`config.mk`:
```
export PLATFORM = sky130hd
export DESIGN_NAME = reg_issue
export DESIGN_NICKNAME = d
export VERILOG_FILES = /design/src/rtl/reg_issue_pkg.sv /design/src/rtl/reg_issue_scoreboard.sv /design/src/rtl/reg_issue.sv
export SDC_FILE = /design/constraint.sdc
export NUM_CORES = 1
export LEC_CHECK = 0
export BUFFER_PORTS_ARGS = -buffer_cell sky130_fd_sc_hd__buf_2
export CAP_MARGIN = 20
export CORE_ASPECT_RATIO = 2
export CORE_MARGIN = 1
export CORE_UTILIZATION = 51
export DETAILED_ROUTE_END_ITERATION = 12
export GPL_TIMING_DRIVEN = 0
export PLACE_DENSITY_LB_ADDON = 0.2
export SLEW_MARGIN = 0
export SYNTH_ARGS = -nofsm -noshare
export SYNTH_HDL_FRONTEND = slang
export SYNTH_HIERARCHICAL = 1
export SYNTH_SLANG_ARGS = --single-unit
```
`constraint.sdc`:
```
create_clock -name clk -period 3.76 [get_ports clk]
set_input_delay 0.752 -clock clk [delete_from_list [all_inputs] [get_ports clk]]
set_output_delay 0.752 -clock clk [all_outputs]
set_load 0.005 [all_outputs]
```
`src/rtl/reg_issue_pkg.sv`:
```
// reg_issue shared types
// Register widths and the issue request bundle
package reg_issue_pkg;

  localparam int NREGS = 16;
  localparam int AW    = 4;
  localparam int DW    = 8;

  typedef logic [AW-1:0] reg_idx_t;

  typedef struct packed {
    reg_idx_t srcA;
    reg_idx_t srcB;
    reg_idx_t dest;
    logic     writes;
  } issue_req_t;

endpackage

```
`src/rtl/reg_issue_scoreboard.sv`:
```
// reg_issue busy scoreboard
// One busy bit per register; clear applied before set
module reg_issue_scoreboard #(
  parameter int NREGS = 16,
  parameter int AW    = 4
) (
  input  logic          clk,
  input  logic          reset,
  input  logic          clr_i,
  input  logic [AW-1:0] clr_idx_i,
  input  logic          set_i,
  input  logic [AW-1:0] set_idx_i,
  input  logic [AW-1:0] lkA_i,
  input  logic [AW-1:0] lkB_i,
  input  logic [AW-1:0] lkD_i,
  output logic          bsyA_o,
  output logic          bsyB_o,
  output logic          bsyD_o
);

  logic [NREGS-1:0] busy_q;
  logic [NREGS-1:0] busy_d;

  // Writeback clear first, then issue set, so a same-reg collision stays busy
  always_comb begin
    busy_d = busy_q;
    if (clr_i) busy_d[clr_idx_i] = 1'b0;
    if (set_i) busy_d[set_idx_i] = 1'b1;
  end

  // Busy vector register
  always_ff @(posedge clk) begin
    if (reset) busy_q <= '0;
    else       busy_q <= busy_d;
  end

  assign bsyA_o = busy_q[lkA_i];
  assign bsyB_o = busy_q[lkB_i];
  assign bsyD_o = busy_q[lkD_i];

endmodule

```
`src/rtl/reg_issue.sv`:
```
// reg_issue: operand issue stage in front of reg_file
// Scoreboarded RAW/WAW stall, writeback bypass, output register
module reg_issue #(
  parameter int NREGS = 16,
  parameter int AW    = 4,
  parameter int DW    = 8
) (
  input  logic          clk,
  input  logic          reset,
  input  logic          in_valid,
  output logic          in_ready,
  input  logic [AW-1:0] in_srcA,
  input  logic [AW-1:0] in_srcB,
  input  logic [AW-1:0] in_dest,
  input  logic          in_writes,
  output logic [AW-1:0] raddrA,
  output logic [AW-1:0] raddrB,
  input  logic [DW-1:0] data_outA,
  input  logic [DW-1:0] data_outB,
  output logic          RegWrite,
  output logic [AW-1:0] write_register,
  output logic [DW-1:0] data_in,
  input  logic          wb_valid,
  input  logic [AW-1:0] wb_reg,
  input  logic [DW-1:0] wb_data,
  output logic          out_valid,
  input  logic          out_ready,
  output logic [DW-1:0] out_opA,
  output logic [DW-1:0] out_opB,
  output logic [AW-1:0] out_dest,
  output logic          out_writes
);

  import reg_issue_pkg::*;

  issue_req_t    req;
  logic          bypA, bypB, clrD;
  logic          bsyA, bsyB, bsyD;
  logic          hazA, hazB, hazD;
  logic          accept;
  logic [DW-1:0] opA, opB;

  logic          out_valid_q;
  logic [DW-1:0] out_opA_q, out_opB_q;
  logic [AW-1:0] out_dest_q;
  logic          out_writes_q;

  assign req = '{srcA: in_srcA, srcB: in_srcB,
                 dest: in_dest, writes: in_writes};

  assign raddrA = req.srcA;
  assign raddrB = req.srcB;

  assign RegWrite       = wb_valid;
  assign write_register = wb_reg;
  assign data_in        = wb_data;

  assign bypA = wb_valid && (wb_reg == req.srcA);
  assign bypB = wb_valid && (wb_reg == req.srcB);
  assign clrD = wb_valid && (wb_reg == req.dest);

  assign opA = bypA ? wb_data : data_outA;
  assign opB = bypB ? wb_data : data_outB;

  reg_issue_scoreboard #(
    .NREGS (NREGS),
    .AW    (AW)
  ) u_sb (
    .clk       (clk),
    .reset     (reset),
    .clr_i     (wb_valid),
    .clr_idx_i (wb_reg),
    .set_i     (accept && req.writes),
    .set_idx_i (req.dest),
    .lkA_i     (req.srcA),
    .lkB_i     (req.srcB),
    .lkD_i     (req.dest),
    .bsyA_o    (bsyA),
    .bsyB_o    (bsyB),
    .bsyD_o    (bsyD)
  );

  assign hazA = bsyA && !bypA;
  assign hazB = bsyB && !bypB;
  assign hazD = req.writes && bsyD && !clrD;

  assign in_ready = (!out_valid_q || out_ready)
                  && !hazA && !hazB && !hazD;
  assign accept   = in_valid && in_ready;

  // Output register: load on accept, drop valid on drain
  always_ff @(posedge clk) begin
    if (reset) begin
      out_valid_q  <= 1'b0;
      out_opA_q    <= '0;
      out_opB_q    <= '0;
      out_dest_q   <= '0;
      out_writes_q <= 1'b0;
    end else if (accept) begin
      out_valid_q  <= 1'b1;
      out_opA_q    <= opA;
      out_opB_q    <= opB;
      out_dest_q   <= req.dest;
      out_writes_q <= req.writes;
    end else if (out_ready) begin
      out_valid_q  <= 1'b0;
    end
  end

  assign out_valid  = out_valid_q;
  assign out_opA    = out_opA_q;
  assign out_opB    = out_opB_q;
  assign out_dest   = out_dest_q;
  assign out_writes = out_writes_q;

endmodule

```
=== Word-level counts from Yosys, hierarchy flattened ===
Cells that the tools add are included.

* Register bits: 38
* Bits in latches: 0
* Bits in writable memories: 0
* ROM bits: 0
* Input port bits: 46
* Output and inout port bits: 44
* Logic and storage cells: 57
* Memories: 0

* Add/sub/neg operators: 0
* Multipliers: 0
* Divide/modulo/power cells: 0
* Order comparisons: 6
* Equal/unequal tests: 3
* Shifts and indexed selects: 0
* Mux-type cells: 16
* Bitwise gates (word level): 3
* Reductions and logical operators: 23

{| class="wikitable"
|+ Operators with widths
! kind !! number
|-
| 16-bit 2-to-1 mux || 2
|-
| 4-bit by 5-bit less-than comparator with 1-bit output, second input constant || 4
|-
| 16-bit bitwise AND || 1
|-
| 8-bit 2-to-1 mux || 2
|-
| 16-bit inverter || 1
|-
| 16-bit bitwise OR || 1
|-
| 1-bit logical AND || 14
|-
| 1-bit binary-select mux with 4-bit select || 3
|-
| 4-bit == test || 3
|-
| 1-bit demux with 4-bit select || 2
|-
| 4-bit by 1-bit >= comparator with 1-bit output, second input constant || 2
|-
| 1-bit logical NOT || 7
|-
| 1-bit 2-to-1 mux || 7
|-
| 2-bit nonzero test || 1
|-
| 1-bit logical OR || 1
|}

=== Depth between registers and ports, before layout ===
* Depth after elaboration: 11
* Depth in mapped cells: 10
* Gate-level depth less buffers: 10

=== By module ===
Netlist, hierarchy kept.

{| class="wikitable"
|+ Modules (own cells, without submodules)
! module !! instances !! cells an instance !! area an instance (µm²) !! sequential area each (µm²)
|-
| reg_issue || 1 || 178 || 1637.8 || 440.4
|-
| reg_issue_scoreboard || 1 || 104 || 1084.8 || 320.3
|}

=== Least setup slack after synthesis ===
Ideal clock, no wire load.

* Path kind: input -> register
* Start point: input port in_srcB[0]
* End point: register u_sb.busy_q[12]
* Library setup time: 70 ps
* Arrival time: 2925 ps
* Data required time: 3690 ps
* Path slack: 765 ps
* Stages: 9
* Buffers on the path: 0
* Cell sequence: mux4_1 mux2i_1 mux2i_1 a21boi_2 a2111oi_4 and2_1 nor3b_1 nand3_1 a21oi_1

* Elaborated cells between the ends (all ways): 12
* Those cells by class: 1 x eq/ne; 3 x mux; 8 x reduce/logical

{| class="wikitable"
|+ RTL lines
! element !! RTL line !! text
|-
| from (decl) || reg_issue.sv:13 || <nowiki>input logic [AW-1:0] in_srcB,</nowiki>
|-
| 1-bit binary-select mux with 4-bit select || reg_issue_scoreboard.sv:38 || <nowiki>assign bsyB_o = busy_q[lkB_i];</nowiki>
|-
| 1-bit 2-to-1 mux (not written as such) || reg_issue_scoreboard.sv:38 ||
|-
| named net bsyB || reg_issue.sv:38 || <nowiki>logic bsyA, bsyB, bsyD;</nowiki>
|-
| 1-bit logical AND || reg_issue.sv:84 || <nowiki>assign hazB = bsyB && !bypB;</nowiki>
|-
| 1-bit logical NOT || reg_issue.sv:88 || <nowiki>&& !hazA && !hazB && !hazD;</nowiki>
|-
| 1-bit logical AND (2 in series) || reg_issue.sv:88 ||
|-
| 1-bit logical AND || reg_issue.sv:89 || <nowiki>assign accept = in_valid && in_ready;</nowiki>
|-
| 1-bit logical AND || reg_issue.sv:73 || <nowiki>.set_i (accept && req.writes),</nowiki>
|-
| 16-bit 2-to-1 mux || reg_issue_scoreboard.sv:28 || <nowiki>if (set_i) busy_d[set_idx_i] = 1'b1;</nowiki>
|-
| to (signal assigned) || reg_issue_scoreboard.sv:34 || <nowiki>else busy_q <= busy_d;</nowiki>
|-
| to (decl) || reg_issue_scoreboard.sv:21 || <nowiki>logic [NREGS-1:0] busy_q;</nowiki>
|}

The timed path passes the listed nets, and every way through them passes these cells. The select of a mux whose other input is x is not followed.
A chain may end at the register's enable or synchronous reset.

=== Worst setup path after layout ===
Ends and elaborated chain as after synthesis.

==> flow_metrics.tcl <==
set metrics [dict create \
    finalSetupViolations 0 \
    skew_ns 0.00742 \
    crit_chain "buf_2, mux4_1, mux2i_1, mux2i_1, a21boi_2, a2111oi_4, and2_1, nor3b_1, nand3_1, a21oi_1" \
    critPathMostFrequentCell "mux2i_1" \
    fin_tns_setup_ns 0 \
    die_area_um2 5650 \
    fillers 470 \
    n_antenna_cell 0 \
    drt_iter0_drc 54 \
    finalNetCount 424 \
    cts_buffers 5 \
    cts_resized 0 \
    cts_root_buf "clkbuf_8" \
    async_flop_share_pct 0 \
    rr_startpoint "u_sb/busy_q[13]$_SDFF_PP0_" \
    num_rows 37 \
    finalCritPeriodShare_pct 89.6 \
    synth.distinct_cells 38 \
    grt_use_total_pct 27.3 \
    regToRegSetupSlack_ns 0.77 \
    min_period_ns 3.37 \
    hold_violations 0 \
    fp.dieH_um 105 \
    synth-seq-area-share_pct 27.9 \
    rr_endpoint "u_sb/busy_q[12]$_SDFF_PP0_" \
    synthesis.nets 328 \
    cp-startpoint "in_srcB[0]" \
    ir_worst_vdd_mv 0.309 \
    area_delta_synth_final_pct 24.3 \
    viasPerCell 5.75 \
    hold_buffers 0 \
    ys_warn_count 6 \
    pwr-share-comb_pct 21.5 \
    synth_edf_count 0 \
    intPower_uw 821 \
    htree_levels 2 \
    initial_core_util_pct 53.0 \
    seq_power_share_pct 39.2 \
    ys_ff_latch 38 \
    critPathKind "input pin to flip-flop" \
    path_depth 10 \
    crit_path_end "u_sb/busy_q[12]$_SDFF_PP0_" \
    clock-sinks 38 \
    ios 90 \
    netlist_instances 282 \
    slew_headroom_pct 61.2 \
    synthFlopType "dfxtp_1" \
    p_per_area_nw_per_um2 326 \
    leakage_uw 0.00167 \
    max_freq_ghz 0.297 \
    cp.arrival_ns 3.60 \
    ant_nets 0 \
    cts_tree "done" \
    clock_path_buffers 2 \
    crit_family "compound AO/OA/AOI/OAI gates" \
    wl_per_cell_um 16.7 \
    die_w_um 53.7 \
    dpl-instance-area_um2 3240 \
    wirelength_mm 7.29 \
    worst_pin_slew_ns 0.581 \
    p_sw_uw 282 \
    drv_slew 0 \
    netlist_area_um2 2720 \
    endpoint_kind "flip-flop" \
    drive_above_1_share_pct 33.8 \
    crit_buf_inv 1 \
    grt-ovfl-total 0 \
    gp_congestion 0.863 \
    max_stage_delay_ns 0.60 \
    cpMaxStageDelayCell "a2111oi_4" \
    firstDrtPassIters 4 \
    rsz0062_at_grt "no" \
    grt_pass1_vias 2344 \
    p_clk_share_pct 39.3 \
    post-route-drc-count 0 \
    postCtsSetupBuffers 0 \
    postSynthAreaPerCell_um2 9.65 \
    cap_violations 0 \
    required_ns 3.99 \
    grt_max_degree 13 \
    antenna_found_initial 0 \
    coreArea_um2 5140 \
    hp-class "flip-flop to flip-flop" \
    place_hpwl_mm 5.74 \
    clk_pin_slew_ns 0.08 \
    start_kind "input pin" \
    p_sw_share_pct 25.5 \
    status "complete, no violations" \
    clk_latency_ns 0.30 \
    fin_area_um2 3380 \
    port_buffers 89 \
    rr_worst_depth 9 \
    vias 2514 \
    grt_first_pass_wirelength_mm 10.9 \
    cp_max_fo 6 \
]
placed cells by master (no fill, tap or decap), drive strengths merged, types with 2 or more instances in the layout:
| master | instances |
|---|---|
| buf | 113 |
| dfxtp | 38 |
| mux2i | 30 |
| nand2b | 29 |
| and3 | 17 |
| a21oi | 17 |
| a21boi | 17 |
| o21bai | 16 |
| o21ai | 16 |
| clkbuf | 16 |
| nand2 | 14 |
| mux4 | 12 |
| xor2 | 9 |
| nand3 | 5 |
| xnor2 | 3 |
| nor3 | 3 |
| and2 | 3 |
| inv | 2 |
| bufinv | 2 |
| nor2b | 2 |
| and3b | 2 |
| nand4bb | 2 |
| nand3b | 2 |
| a2111oi | 2 |
power groups by stage:
stage	clock [µW]	combinational [µW]	sequential (µW)
6_report	434	237	433
5_1_grt	463	257	436
4_1_cts	443	238	433
3_5_place_dp	0	237	443
3_3_place_gp	0	235	442
2_1_floorplan	0	132	444
per-layer routing:
metal  vias up  global-route usage (%)  routed length, µm
li1       1203                       -                  -
met1      1180                    25.9               2460
met2       106                    49.7               4130
met3        25                    4.33                330
met4         0                    16.7                367
met5         -                       0                  0
worst min path at each step:
stage / slack (ns) / end / startpoint / depth (start not counted)
2_1_floorplan: 0.46 / out_dest[3]$_SDFFE_PP0P_ / out_dest[3]$_SDFFE_PP0P_ / 2
3_3_place_gp: 0.46 / out_writes$_SDFFE_PP0P_ / out_writes$_SDFFE_PP0P_ / 2
3_5_place_dp: 0.46 / out_writes$_SDFFE_PP0P_ / out_writes$_SDFFE_PP0P_ / 2
4_1_cts: 0.48 / out_writes$_SDFFE_PP0P_ / out_writes$_SDFFE_PP0P_ / 2
5_1_grt: 0.50 / out_opB[6]$_SDFFE_PP0P_ / out_opB[6]$_SDFFE_PP0P_ / 2
6_report: 0.47 / out_opA[3]$_SDFFE_PP0P_ / out_opA[3]$_SDFFE_PP0P_ / 2
sequential cells by signal, indices dropped and copies added, names as in the netlist:
register and cells:
u_sb/busy_q 16, out_opB 8, out_opA 8, out_writes 1
out_dest 4, out_valid 1
final cells by class:
cell class	instances	area, µm²	area share (%)
clock buffers	6	82.6	2.44
well taps	58	72.6	2.14
multi-input cells	208	1720	50.9
plain buffers	34	231	6.84
clock inverters	2	60.1	1.78
flip-flops and latches	38	761	22.5
repair buffers	89	445	13.2
inverters	2	7.51	0.222
synthesized netlist by cell type (2+ instances only):
master     count  area, µm²
xnor2_1        3       26.3
buf_4         21        158
dfxtp_1       38        761
xor2_1         9       78.8
nand2_1       13       48.8
a21oi_1       17       85.1
nand3b_1       2       15.0
a21boi_0      16        120
and3b_1        2       17.5
nand3_1        5       25.0
mux2i_1       30        300
clkbuf_1      10       37.5
and2_0         2       12.5
nand2b_1      29        181
and3_1        17        106
nor3_4         2       32.5
nor2b_1        2       12.5
nand4bb_1      2       22.5
mux4_1        12        315
o21ai_0       16       80.1
o21bai_1      16        120
inv_1          2       7.51
worst register-to-register path: cells and delay by family, from the launching register on:
family,cells,cell delay (ns)
mux,3,0.83
flops,1,0.33
simple gates,3,0.85
compound gates,3,0.92
logic make-up after synthesis:
kind of cell | synth area share [%]
DFF | 27.9
and+or+nand+nor | 19.5
muxes | 22.6
buffers and inverters | 8.78
xor gates and xnor gates | 3.86
AOI/OAI and AO/OA | 17.3
through the flow:
step / utilization [%] / hold slack [ns] / instances / worst slack [ns] / power [µW]
floorplan: - / 0.465 / 282 / 0.765 / 576
global placement: 63.1 / 0.458 / 429 / 0.0683 / 677
detailed placement: 63.1 / 0.463 / 429 / 0.0918 / 680
CTS: 65.8 / 0.479 / 437 / 0.384 / 1110
global route: 65.8 / 0.501 / 437 / 0.141 / 1160
finish: 65.8 / 0.475 / 437 / 0.389 / 1100
Note: power is estimated with default switching activity, not from simulation.
